--- src/rtl/rob_pkg.sv ---
// rob_pkg: ROB sizing shared by the ROB, decode and the allocation controller
package rob_pkg;
  localparam int ROB_ENTRIES = 10;
  localparam int ROB_IDX_W = 4;
  typedef logic [ROB_IDX_W-1:0] rob_idx_t;
  typedef logic [ROB_IDX_W:0] rob_cnt_t;
  function automatic rob_idx_t rob_inc(input rob_idx_t i);
    return (i == rob_idx_t'(ROB_ENTRIES - 1)) ? '0 : i + rob_idx_t'(1);
  endfunction
endpackage

--- src/rtl/rob_alloc_ctrl_if.sv ---
// rob_alloc_ctrl_if: decode <-> ROB allocation handshake; perf counters appear with ROB_ALLOC_PERF_EN
interface rob_alloc_ctrl_if;
  import rob_pkg::*;
  logic in_alloc_req;
  logic in_commit;
  logic in_flush;
  logic out_alloc_grant;
  rob_idx_t out_alloc_idx;
  rob_idx_t out_head_idx;
  rob_cnt_t out_count;
  logic out_full;
  logic out_empty;
  logic out_stall_decode;
`ifdef ROB_ALLOC_PERF_EN
  logic [31:0] out_full_stall_cycles;
  logic [15:0] out_flush_count;
  modport master (
    output in_alloc_req, in_commit, in_flush,
    input out_alloc_grant, out_alloc_idx, out_head_idx, out_count, out_full, out_empty,
    input out_stall_decode, out_full_stall_cycles, out_flush_count
  );
  modport slave (
    input in_alloc_req, in_commit, in_flush,
    output out_alloc_grant, out_alloc_idx, out_head_idx, out_count, out_full, out_empty,
    output out_stall_decode, out_full_stall_cycles, out_flush_count
  );
`else
  modport master (
    output in_alloc_req, in_commit, in_flush,
    input out_alloc_grant, out_alloc_idx, out_head_idx, out_count, out_full, out_empty,
    input out_stall_decode
  );
  modport slave (
    input in_alloc_req, in_commit, in_flush,
    output out_alloc_grant, out_alloc_idx, out_head_idx, out_count, out_full, out_empty,
    output out_stall_decode
  );
`endif
endinterface

--- src/rtl/rob_wrap_ptr.sv ---
// rob_wrap_ptr: ROB pointer that wraps at ROB_ENTRIES-1 back to 0, with synchronous clear
module rob_wrap_ptr
  import rob_pkg::*;
(
  input  logic     clk,
  input  logic     reset,
  input  logic     inc_i,
  input  logic     clr_i,
  output rob_idx_t ptr_o
);
  rob_idx_t ptr_q, ptr_d;
  // clear beats increment so a flush always lands on slot 0
  always_comb ptr_d = clr_i ? '0 : inc_i ? rob_inc(ptr_q) : ptr_q;
  // pointer register
  always_ff @(posedge clk or posedge reset)
    if (reset) ptr_q <= '0;
    else ptr_q <= ptr_d;
  assign ptr_o = ptr_q;
endmodule

--- src/rtl/rob_alloc_ctrl.sv ---
// rob_alloc_ctrl: hands decode ROB slots, tracks occupancy, stalls when full; perf counters under ROB_ALLOC_PERF_EN
module rob_alloc_ctrl
  import rob_pkg::*;
(
  input logic             clk,
  input logic             reset,
  rob_alloc_ctrl_if.slave bus
);
  rob_idx_t head, tail;
  rob_cnt_t count_q, count_d;
  logic full, empty, commit_eff, grant, stall;
  assign full = count_q == rob_cnt_t'(ROB_ENTRIES);
  assign empty = count_q == '0;
  assign commit_eff = bus.in_commit && !empty && !bus.in_flush;
  assign grant = bus.in_alloc_req && !bus.in_flush && (!full || commit_eff);
  assign stall = bus.in_alloc_req && !grant;
  rob_wrap_ptr u_head (.clk(clk), .reset(reset), .inc_i(commit_eff), .clr_i(bus.in_flush), .ptr_o(head));
  rob_wrap_ptr u_tail (.clk(clk), .reset(reset), .inc_i(grant), .clr_i(bus.in_flush), .ptr_o(tail));
  // occupancy: a same-cycle grant and commit cancel out; flush empties the ROB
  always_comb count_d = bus.in_flush ? '0 : count_q + rob_cnt_t'(grant) - rob_cnt_t'(commit_eff);
  // occupancy register
  always_ff @(posedge clk or posedge reset)
    if (reset) count_q <= '0;
    else count_q <= count_d;
  assign bus.out_alloc_grant = grant;
  assign bus.out_alloc_idx = tail;
  assign bus.out_head_idx = head;
  assign bus.out_count = count_q;
  assign bus.out_full = full;
  assign bus.out_empty = empty;
  assign bus.out_stall_decode = stall;
`ifdef ROB_ALLOC_PERF_EN
  logic [31:0] stall_cnt_q, stall_cnt_d;
  logic [15:0] flush_cnt_q, flush_cnt_d;
  // stall counter saturates, flush counter wraps
  always_comb begin
    stall_cnt_d = (stall && !(&stall_cnt_q)) ? stall_cnt_q + 32'd1 : stall_cnt_q;
    flush_cnt_d = flush_cnt_q + 16'(bus.in_flush);
  end
  // perf counters, cleared only by reset
  always_ff @(posedge clk or posedge reset)
    if (reset) begin
      stall_cnt_q <= '0;
      flush_cnt_q <= '0;
    end else begin
      stall_cnt_q <= stall_cnt_d;
      flush_cnt_q <= flush_cnt_d;
    end
  assign bus.out_full_stall_cycles = stall_cnt_q;
  assign bus.out_flush_count = flush_cnt_q;
`endif
endmodule
--- src/flat_wrapper.sv ---
// flat-port wrapper written by rule: the top's interface ports become plain ports
module rob_alloc_ctrl_flat import rob_pkg::*;
  (clk, reset, bus_in_alloc_req, bus_in_commit, bus_in_flush, bus_out_alloc_grant, bus_out_alloc_idx, bus_out_head_idx, bus_out_count, bus_out_full, bus_out_empty, bus_out_stall_decode);
  rob_alloc_ctrl_if bus_i ();
  input logic clk;
  input logic reset;
  input wire logic [$bits(bus_i.in_alloc_req)-1:0] bus_in_alloc_req;
  input wire logic [$bits(bus_i.in_commit)-1:0] bus_in_commit;
  input wire logic [$bits(bus_i.in_flush)-1:0] bus_in_flush;
  output wire logic [$bits(bus_i.out_alloc_grant)-1:0] bus_out_alloc_grant;
  output wire logic [$bits(bus_i.out_alloc_idx)-1:0] bus_out_alloc_idx;
  output wire logic [$bits(bus_i.out_head_idx)-1:0] bus_out_head_idx;
  output wire logic [$bits(bus_i.out_count)-1:0] bus_out_count;
  output wire logic [$bits(bus_i.out_full)-1:0] bus_out_full;
  output wire logic [$bits(bus_i.out_empty)-1:0] bus_out_empty;
  output wire logic [$bits(bus_i.out_stall_decode)-1:0] bus_out_stall_decode;
  assign bus_i.in_alloc_req = bus_in_alloc_req;
  assign bus_i.in_commit = bus_in_commit;
  assign bus_i.in_flush = bus_in_flush;
  assign bus_out_alloc_grant = bus_i.out_alloc_grant;
  assign bus_out_alloc_idx = bus_i.out_alloc_idx;
  assign bus_out_head_idx = bus_i.out_head_idx;
  assign bus_out_count = bus_i.out_count;
  assign bus_out_full = bus_i.out_full;
  assign bus_out_empty = bus_i.out_empty;
  assign bus_out_stall_decode = bus_i.out_stall_decode;
  rob_alloc_ctrl u_core (.clk(clk), .reset(reset), .bus(bus_i));
endmodule
--- config.mk ---
export PLATFORM = sky130hd
export DESIGN_NAME = rob_alloc_ctrl_flat
export DESIGN_NICKNAME = d
export VERILOG_FILES = /design/src/rtl/rob_pkg.sv /design/src/rtl/rob_alloc_ctrl_if.sv /design/src/rtl/rob_wrap_ptr.sv /design/src/rtl/rob_alloc_ctrl.sv /design/src/flat_wrapper.sv
export SDC_FILE = /design/constraint.sdc
export NUM_CORES = 1
export LEC_CHECK = 0
export CAP_MARGIN = 25
export CORE_UTILIZATION = 43
export DETAILED_ROUTE_END_ITERATION = 7
export PLACE_DENSITY = 0.71
export SLEW_MARGIN = 20
export SYNTH_ARGS = -nofsm -noshare
export SYNTH_HDL_FRONTEND = slang
export SYNTH_SLANG_ARGS = --single-unit
--- constraint.sdc ---
create_clock -name clk -period 3.9 [get_ports clk]
set_clock_uncertainty 0.05 [all_clocks]
set_input_delay 0.78 -clock clk [delete_from_list [all_inputs] [get_ports clk]]
set_output_delay 0.78 -clock clk [all_outputs]
set_load 0.1 [all_outputs]
==> metrics.cfg, run 1 <==
[synth]
synthesis.nets=112
synth.area.top_cells=dfrtp_1, ha_1, inv_1
synth_edf_count=0
async_flop_share=1.00
synth_cells=95
ys_seq_area_frac=0.356
syn_area_um2=913
synthDistinctLibCells=33
syn_area_per_cell_um2=9.61
yosys.area.top_type_share=0.356
yosys_warnings=0
ys_ff_latch=13
synthTopCellsByCount=inv_1, dfrtp_1, nor2_1, ha_1, nor2b_1
synth_flop_cell=dfrtp_1
synthMostInstantiatedCell=inv_1
synth_top_area_cell=dfrtp_1

[grt]
antenna_found_initial=0
grt.total_usage=0.177
grt-ovfl-total=0
grt_max_degree=19
grt_pass1_wl_um=2770
grt_pass1_vias=679

[setup_path]
cp-end-kind=flop
crit_fanout=8
r2r_setup_slack_ns=0.88
worstSetupPathType=primary input to flop
worstPathArrival_ns=3.36
r2r-end=u_core.bus.out_count[4]
cp.required_ns=4.01
rr_worst_depth=14
cp_top_family=adder cells
cp_slowest_cell=clkdlybuf4s50_1
r2r-start=u_core.bus.out_count[2]
critical_path.cell_chain=clkdlybuf4s50_1 > o21ai_1 > or2_2 > ha_1 > inv_1 > ha_1 > inv_1 > fa_1 > nor2b_1 > o21bai_1 > a21oi_1 > nor3b_1
max_stage_delay_ns=0.58
crit_buf_inv=3
worstSetupStartpointType=primary input

[clock_tree]
clk_pin_slew_worst_paths_ns=0.08
cts_root_buffer=clkbuf_4
cts_setup_buffers=0
cts_tree=done
cts_buffer_depth=2
h-tree-depth=1
cts_sinks=13
cts_resized=0
cts_made_buffers=3
clock_latency_ns=0.28
cts_hold_buf=0

[placement]
gp_congestion=0.763
io_buffers=21
dp_cells=142
place_hpwl_um=1340

[floorplan]
io_pins=22
dieArea_mm2=0.00231
start_util=0.461
die_h_um=48.1
core_area_mm2=0.00198
fp.dieW_um=48.1
rows=16

[cells_and_area]
nets=137
drive_gt1_frac=0.118
n_fill_cell=167
fin_cells=146
diodes=0
syn2layout_area_growth_pct=30.0

[pwr]
peakVddDrop_v=0.000416
p_per_area_mw_per_mm2=727
leakage_nw=0.561

[drt]
route.detailed.drc=0
drtIter0Drc=10
dr.pass1.iters=4
drt-total-wl_um=1730
vias=728
via_per_inst=4.99
wire_per_inst_um=11.8
postRouteAntennaNets=0

[run]
maxCapViolations=0

[sta]
finalMaxSlewViolations=0
rsz0062_at_grt=no
setup_viol=0
hold_viol=0
fin_crit_sh=0.834
fmax_mhz=308
relSlewSlack=0.352
fin_crit_ns=3.25
setup_tns_ns=0
tightest_slew_ns=0.969

[min_path]
worstHoldStart=u_core.u_tail.ptr_o[3]
min_path_type=flop to flop
min_to=u_core.u_tail.ptr_o[3]
holdPathStages=2

[outcome]
status=finished, final reports clean

[cells by family after synthesis]
group | synth area share
simple gates | 0.242
fa+ha+maj | 0.173
buf+inv | 0.0657
flops | 0.356
mux | 0.0438
compound gates | 0.100
xor+xnor | 0.0192
[through the flow]
stage	hold WS (ns)	power, mW	setup slack, ns	cell area (um2)	util
final	0.545	0.864	0.648	1190	0.599
after global routing	0.589	0.920	0.427	1190	0.599
after floorplan	0.607	0.666	0.412	913	-
after CTS	0.548	0.873	0.656	1190	0.599
after detailed placement	0.536	0.785	0.375	1160	0.585
after global placement	0.531	0.782	0.411	1160	0.585
[worst min-delay path, stage by stage (launching register included)]
cell and delay (ns):
dfrtp_1 0.41, o21ai_0 0.08, a21oi_1 0.06
[how the worst max path moves through the flow]
stage / from / endpoint / slack (ns) / cells past startpoint
4_1_cts: bus_in_commit / u_core.bus.out_count[4] / 0.66 / 12
6_report: bus_in_commit / u_core.bus.out_count[4] / 0.65 / 12
5_1_grt: bus_in_commit / u_core.bus.out_count[4] / 0.43 / 12
2_1_floorplan: u_core.bus.out_count[2] / u_core.bus.out_count[4] / 0.41 / 14
3_3_place_gp: bus_in_commit / u_core.bus.out_count[4] / 0.41 / 12
3_5_place_dp: bus_in_commit / u_core.bus.out_count[4] / 0.38 / 12
[metal layers]
layer,global-route usage,wire [um]
met4,0.0833,15
met3,0.0444,71
met1,0.225,832
met2,0.284,807
met5,0,0
[cell type report]
type	count	area [um2]	share of cell area
clock inverter	1	5.00	0.00421
sequential	13	325	0.274
clock buffer	3	22.5	0.0190
timing repair buffer	22	220	0.185
tap	27	33.8	0.0285
multi-input combinational	66	528	0.445
inverter	14	52.6	0.0443
[layout by cell type, fill, tap and decap left out]
| cell | netlist | layout |
|---|---|---|
| nor2_1 | 13 | 13 |
| clkbuf_4 | 0 | 3 |
| or4b_4 | 1 | 1 |
| fa_1 | 1 | 1 |
| or2_2 | 1 | 1 |
| nand3_2 | 1 | 1 |
| nand3b_1 | 1 | 1 |
| xnor2_1 | 1 | 1 |
| o21ai_1 | 1 | 1 |
| o21ai_0 | 3 | 3 |
| inv_1 | 14 | 14 |
| a21o_1 | 1 | 1 |
| nor3b_1 | 1 | 1 |
| or4b_1 | 1 | 1 |
| buf_12 | 0 | 1 |
| buf_4 | 0 | 4 |
| nand4bb_4 | 1 | 1 |
| xor2_1 | 1 | 1 |
| nand2_4 | 1 | 1 |
| o21bai_1 | 1 | 1 |
| or3_1 | 1 | 1 |
| nand3_1 | 3 | 3 |
| a2111o_1 | 1 | 1 |
| clkdlybuf4s50_1 | 0 | 17 |
| nor2b_1 | 5 | 5 |
| mux2i_1 | 4 | 4 |
| nor3_1 | 1 | 1 |
| o41ai_1 | 1 | 1 |
| o221ai_1 | 1 | 1 |
| o21a_1 | 1 | 1 |
| dfrtp_1 | 13 | 13 |
| and3b_1 | 2 | 2 |
| clkinv_2 | 0 | 1 |
| a21oi_1 | 4 | 4 |
| ha_1 | 11 | 11 |
| nand2_1 | 1 | 1 |
[report_power, final]
part	leakage, nW	switching (mW)	internal, mW	total (mW)
combinational	0.369	0.402	0.176	0.579
sequential	0.174	0.0385	0.162	0.201
clock	0.0177	0.0461	0.0380	0.0841
total	0.561	0.487	0.377	0.864
[state kept, by name, indices dropped and copies added (netlist names)]
register              flops
u_core.bus.out_count      5
u_core.u_head.ptr_o       4
u_core.u_tail.ptr_o       4
Power figures use the tool's default switching activity.
==> run 2, diff against run 1 <==
Settings changed: PLACE_DENSITY 0.71 to 0.74.
Clock period 3.9 ns to 2.9 ns, I/O delays scaled along.
==> metrics.cfg, run 2 (synthesis gave the netlist of run 1 again) <==
[outcome]
status=finished, final reports clean

[cells_and_area]
diodes=0  ; unchanged
utilization=0.658  ; +0.0587
largest_register_ffs=5  ; unchanged
syn2layout_area_growth_pct=42.7
final_common_cell=buf_4
mostFrequentLayoutCells=buf_4, nor2_1, inv_1
drive_gt1_frac=0.394  ; +0.276
fin_cells=154  ; +5.5%
nets=145  ; +5.8%

[floorplan]
core_area_mm2=0.00198  ; unchanged
io_pins=22  ; unchanged
rows=16  ; unchanged
die_h_um=48.1  ; unchanged
dieArea_mm2=0.00231  ; unchanged
fp.dieW_um=48.1  ; unchanged
start_util=0.461  ; unchanged

[min_path]
min_path_type=flop to flop
holdPathStages=2  ; unchanged
worstHoldStart=u_core.u_head.ptr_o[1]
min_to=u_core.u_head.ptr_o[1]

[pwr]
finalPower_mw=1.31  ; +51%
leakage_nw=0.625  ; +11%
p_per_area_mw_per_mm2=1000  ; +38%
peakVddDrop_v=0.000725  ; +74%

[sta]
relSlewSlack=0.635  ; +0.283
setup_tns_ns=0  ; unchanged
setup_viol=0  ; unchanged
finalMaxSlewViolations=0  ; unchanged
fmax_mhz=352
fin_crit_ns=2.84
fin_ws_ns=0.0618  ; -0.587 ns
hold_viol=0  ; unchanged
tightest_slew_ns=0.547  ; -0.422 ns
fin_crit_sh=0.979

[drt]
vias=797  ; +9.5%
postRouteAntennaNets=0  ; unchanged
wire_per_inst_um=13.9  ; +17%
via_per_inst=5.18  ; +3.8%
drtIter0Drc=6  ; -4
route.detailed.drc=0  ; unchanged
drt-total-wl_um=2140  ; +24%
dr.pass1.iters=2  ; -2

[setup_path]
crit_fanout=3  ; -5
worstSetupStartpointType=flop
rr_worst_depth=14  ; unchanged
worstSetupPathType=flop to flop
r2r_setup_slack_ns=0.06  ; -0.82 ns
cp-end-kind=flop
r2r-start=u_core.bus.out_count[2]
critPathLaunch=u_core.bus.out_count[2]
cp.required_ns=3.01  ; -1.00 ns
worstPathArrival_ns=2.95  ; -0.41 ns
r2r-end=u_core.bus.out_count[4]

[clock_tree]
cts_hold_buf=0  ; unchanged
clock_latency_ns=0.27  ; about the same
cts_tree=done
cts_sinks=13  ; unchanged
h-tree-depth=1  ; unchanged
cts_root_buffer=clkbuf_4
cts_made_buffers=3  ; unchanged
clk_pin_slew_worst_paths_ns=0.08  ; about the same
cts_buffer_depth=2  ; unchanged

[placement]
dp_slack_ns=-0.0656  ; -0.441 ns
dp_cells=147  ; +3.5%
place_hpwl_um=1470  ; +9.9%
gp_congestion=0.774  ; +1.5%
io_buffers=21  ; unchanged

[grt]
grt-ovfl-total=0  ; unchanged
grt_pass1_vias=676  ; -0.44%
antenna_found_initial=0  ; unchanged
grt_pass1_wl_um=2820  ; +1.8%
grt_max_degree=18  ; -1
grt.total_usage=0.178  ; +0.000275

[run]
maxCapViolations=0  ; unchanged

## run 2: cell types whose count changed in the layout (fill, tap and decap cells not counted), moves of 2 or more
cell and change:
dfrtp_1 -5, dfrtp_4 +2, buf_4 +19, inv_1 -3, ha_1 -3, ha_4 +2
clkdlybuf4s50_1 -13, buf_12 +2, dfrtp_2 +3, inv_4 +2
## run 2: worst max-delay path, cell delays in order, from the launching register on
cell and delay, ns:
dfrtp_4 0.51, inv_4 0.08, ha_4 0.11, or4b_4 0.49, nand2_4 0.11, nor2_4 0.04
ha_4 0.19, inv_1 0.05, ha_2 0.19, inv_2 0.05, fa_2 0.39, nor2b_2 0.13
o21bai_1 0.08, a21oi_1 0.18, nor3b_2 0.06
## run 2: worst max path at each step
| stage | slack [ns] | to | cells past startpoint |
|---|---|---|---|
| 2_1_floorplan | -0.06 | u_core.bus.out_count[4] | 14 |
| 3_3_place_gp | -0.03 | u_core.bus.out_count[4] | 12 |
| 3_5_place_dp | -0.07 | u_core.bus.out_count[4] | 12 |
| 4_1_cts | 0.07 | u_core.bus.out_count[4] | 14 |
| 5_1_grt | -0.02 | u_core.bus.out_count[4] | 14 |
| 6_report | 0.06 | u_core.bus.out_count[4] | 14 |
## run 2: power breakdown
part	total, mW	switching (mW)	internal, mW	leakage (nW)
logic	0.917	0.602	0.314	0.442
registers	0.275	0.0468	0.228	0.167
clock network	0.114	0.0606	0.0533	0.0150
## run 2: final cells by class
| cell class | count | area, um2 |
|---|---|---|
| clock buffers | 4 | 26.3 |
| fillers | 160 | 678 |
| inverters | 14 | 57.6 |
| multi-input cells | 66 | 577 |
| flip-flops and latches | 13 | 337 |
| well taps | 27 | 33.8 |
| repair buffers | 30 | 273 |
## run 2: what timing repair did
| item | in CTS | in global routing |
|---|---|---|
| setup buffers | 0 | 3 |
| endpoints found under the setup margin | 0 | 1 |
| gates resized for setup | 0 | 8 |
## run 2: through the flow
stage | hold slack (ns) | area (um2)
6_report | 0.558 | 1300
5_1_grt | 0.603 | 1300
3_3_place_gp | 0.528 | 1210
4_1_cts | 0.565 | 1240
3_5_place_dp | 0.546 | 1210
2_1_floorplan | 0.407 | 938
## run 2: per-layer routing
metal,global-route usage,vias up,share of wire
met5,0,-,0
li1,-,389,-
met1,0.226,389,0.41
met2,0.308,15,0.56
met3,0.0222,4,0.022
met4,0.0667,0,0.0089
==> run 3, diff against run 2 <==
Settings changed: ABC_CLOCK_PERIOD_IN_PS from default to 2900, CAP_MARGIN 25 to default, DONT_BUFFER_PORTS from default to 1, PLACE_DENSITY 0.74 to default.
==> metrics.cfg, run 3 (synthesis gave the netlist of run 1 again) <==
[outcome]
status=finished, final reports clean

[sta]
fmax_mhz=354  ; +0.45%
whs_ns=0.175  ; -0.383 ns
setup_viol=0  ; unchanged
tightest_slew_ns=0.973  ; +0.426 ns
setup_tns_ns=0  ; unchanged
relSlewSlack=0.351  ; -0.283
rsz0062_at_grt=yes
fin_crit_ns=2.83  ; -0.0127 ns
finalMaxSlewViolations=0  ; unchanged
hold_viol=0  ; unchanged
fin_crit_sh=0.974  ; -0.00440

[cells_and_area]
fin_cells=144  ; -6.5%
final_common_cell=buf_4
diodes=0  ; unchanged
syn2layout_area_growth_pct=28.2
nets=135  ; -6.9%
mostFrequentLayoutCells=buf_4, nor2_1, inv_1
drive_gt1_frac=0.385  ; -0.00909
n_fill_cell=174  ; +8.8%
largest_register_ffs=5  ; unchanged

[clock_tree]
cts_sinks=13  ; unchanged
cts_tree=done
clk_pin_slew_worst_paths_ns=0.09  ; about the same
h-tree-depth=1  ; unchanged
cts_hold_buf=0  ; unchanged
cts_root_buffer=clkbuf_4
clock_latency_ns=0.27  ; about the same
cts_made_buffers=3  ; unchanged
cts_buffer_depth=2  ; unchanged

[drt]
vias=718  ; -9.9%
route.detailed.drc=0  ; unchanged
dr.pass1.iters=2  ; unchanged
via_per_inst=4.99  ; -3.7%
postRouteAntennaNets=0  ; unchanged
drtIter0Drc=3  ; -3
drt-total-wl_um=1810  ; -16%
wire_per_inst_um=12.5  ; -9.7%

[setup_path]
rr_worst_depth=14  ; unchanged
worstSetupPathType=flop to flop
r2r-start=u_core.bus.out_count[2]
worstPathArrival_ns=2.94  ; about the same
r2r_setup_slack_ns=0.07  ; about the same
r2r-end=u_core.bus.out_count[4]
cp-end-kind=flop
worstSetupStartpointType=flop
cp.required_ns=3.02  ; about the same
crit_fanout=3  ; unchanged

[floorplan]
core_area_mm2=0.00198  ; unchanged
fp.dieW_um=48.1  ; unchanged
io_pins=22  ; unchanged
dieArea_mm2=0.00231  ; unchanged
rows=16  ; unchanged
die_h_um=48.1  ; unchanged
start_util=0.461  ; unchanged

[placement]
io_buffers=0  ; -100%
gp_congestion=0.792  ; +2.3%
dp_cells=136  ; -7.5%
place_hpwl_um=1310  ; -11%

[min_path]
min_path_type=primary input to asynchronous set/reset pin

[pwr]
finalPower_mw=1.24  ; -5.1%
p_per_area_mw_per_mm2=1060  ; +5.6%
p_sw_frac=0.551  ; +0.00693
internal_power_mw=0.557  ; -6.6%
power.switching_mw=0.682  ; -3.9%
peakVddDrop_v=0.000840  ; +16%
power_frac_seq=0.214  ; +0.003
p_clk_frac=0.091  ; +0.004
leakage_nw=0.567  ; -9.2%
pwr-share-comb=0.695  ; -0.007

[grt]
antenna_found_initial=0  ; unchanged
grt_pass1_vias=608  ; -10%
grt_pass1_wl_um=2570  ; -8.6%
grt.total_usage=0.161  ; -0.0166
grt-ovfl-total=0  ; unchanged
grt_max_degree=20  ; +2

[run]
maxCapViolations=0  ; unchanged

-- run 3: cell types whose count changed in the layout (fill, tap and decap cells not counted), sizes merged --
| cell | before | now |
|---|---|---|
| buf | 26 | 20 |
| clkdlybuf4s50 | 4 | 0 |
-- run 3: critical path: stages (launching register included) --
cell and delay, ns:
dfrtp_4 0.51, inv_4 0.08, ha_4 0.11, or4b_4 0.49
nand2_4 0.09, nor2_2 0.03, ha_1 0.27, inv_1 0.06
ha_2 0.18, inv_2 0.04, fa_2 0.36, nor2b_2 0.15
o21bai_2 0.09, a21oi_2 0.15, nor3b_2 0.05
-- run 3: area by class of cell --
cell class                 count  area, um2  area share
timing repair buffer          20        150       0.128
inverter                      14       57.6      0.0491
clock buffer                   4       26.3      0.0224
sequential                    13        337       0.287
multi-input combinational     66        567       0.484
tap                           27       33.8      0.0288
-- run 3: worst max path at each step --
stage	from	end	slack, ns	depth (start not counted)
after floorplan	u_core.bus.out_count[2]	u_core.bus.out_count[4]	-0.06	14
after detailed placement	u_core.bus.out_count[3]	u_core.bus.out_count[4]	0.07	14
after global routing	u_core.bus.out_count[2]	u_core.bus.out_count[4]	-0.07	14
after CTS	u_core.bus.out_count[2]	u_core.bus.out_count[4]	0.05	14
final	u_core.bus.out_count[2]	u_core.bus.out_count[4]	0.07	14
after global placement	u_core.bus.out_count[3]	u_core.bus.out_count[4]	0.11	14
-- run 3: what timing repair did --
action,4_1_cts,5_1_grt
resized for setup,0,8
buffers inserted,0,4
hold endpoints to repair,0,0
endpoints found under the setup margin,0,1
-- run 3: power by group through the flow --
stage	logic [mW]	clock network (mW)	registers, mW
detailed placement	0.795	0	0.265
floorplan	0.374	0	0.544
finish	0.861	0.112	0.265
global route	0.925	0.128	0.269
CTS	0.799	0.117	0.261
global placement	0.787	0	0.263
-- run 3: per-layer routing --
layer / GRT usage / part of all wire / vias to the layer above
met1: 0.216 / 0.49 / 334
met3: 0.0407 / 0.047 / 2
met4: 0.0500 / 0.0072 / 0
met2: 0.254 / 0.46 / 16
li1: - / - / 366
met5: 0 / 0 / -
-- run 3: per-stage QoR --
step,setup slack [ns],cell area (um2),utilization
after floorplan,-0.0598,938,-
after global placement,0.113,1080,0.547
after detailed placement,0.0733,1080,0.547
after CTS,0.0452,1110,0.561
after global routing,-0.0724,1170,0.591
final,0.0745,1170,0.591
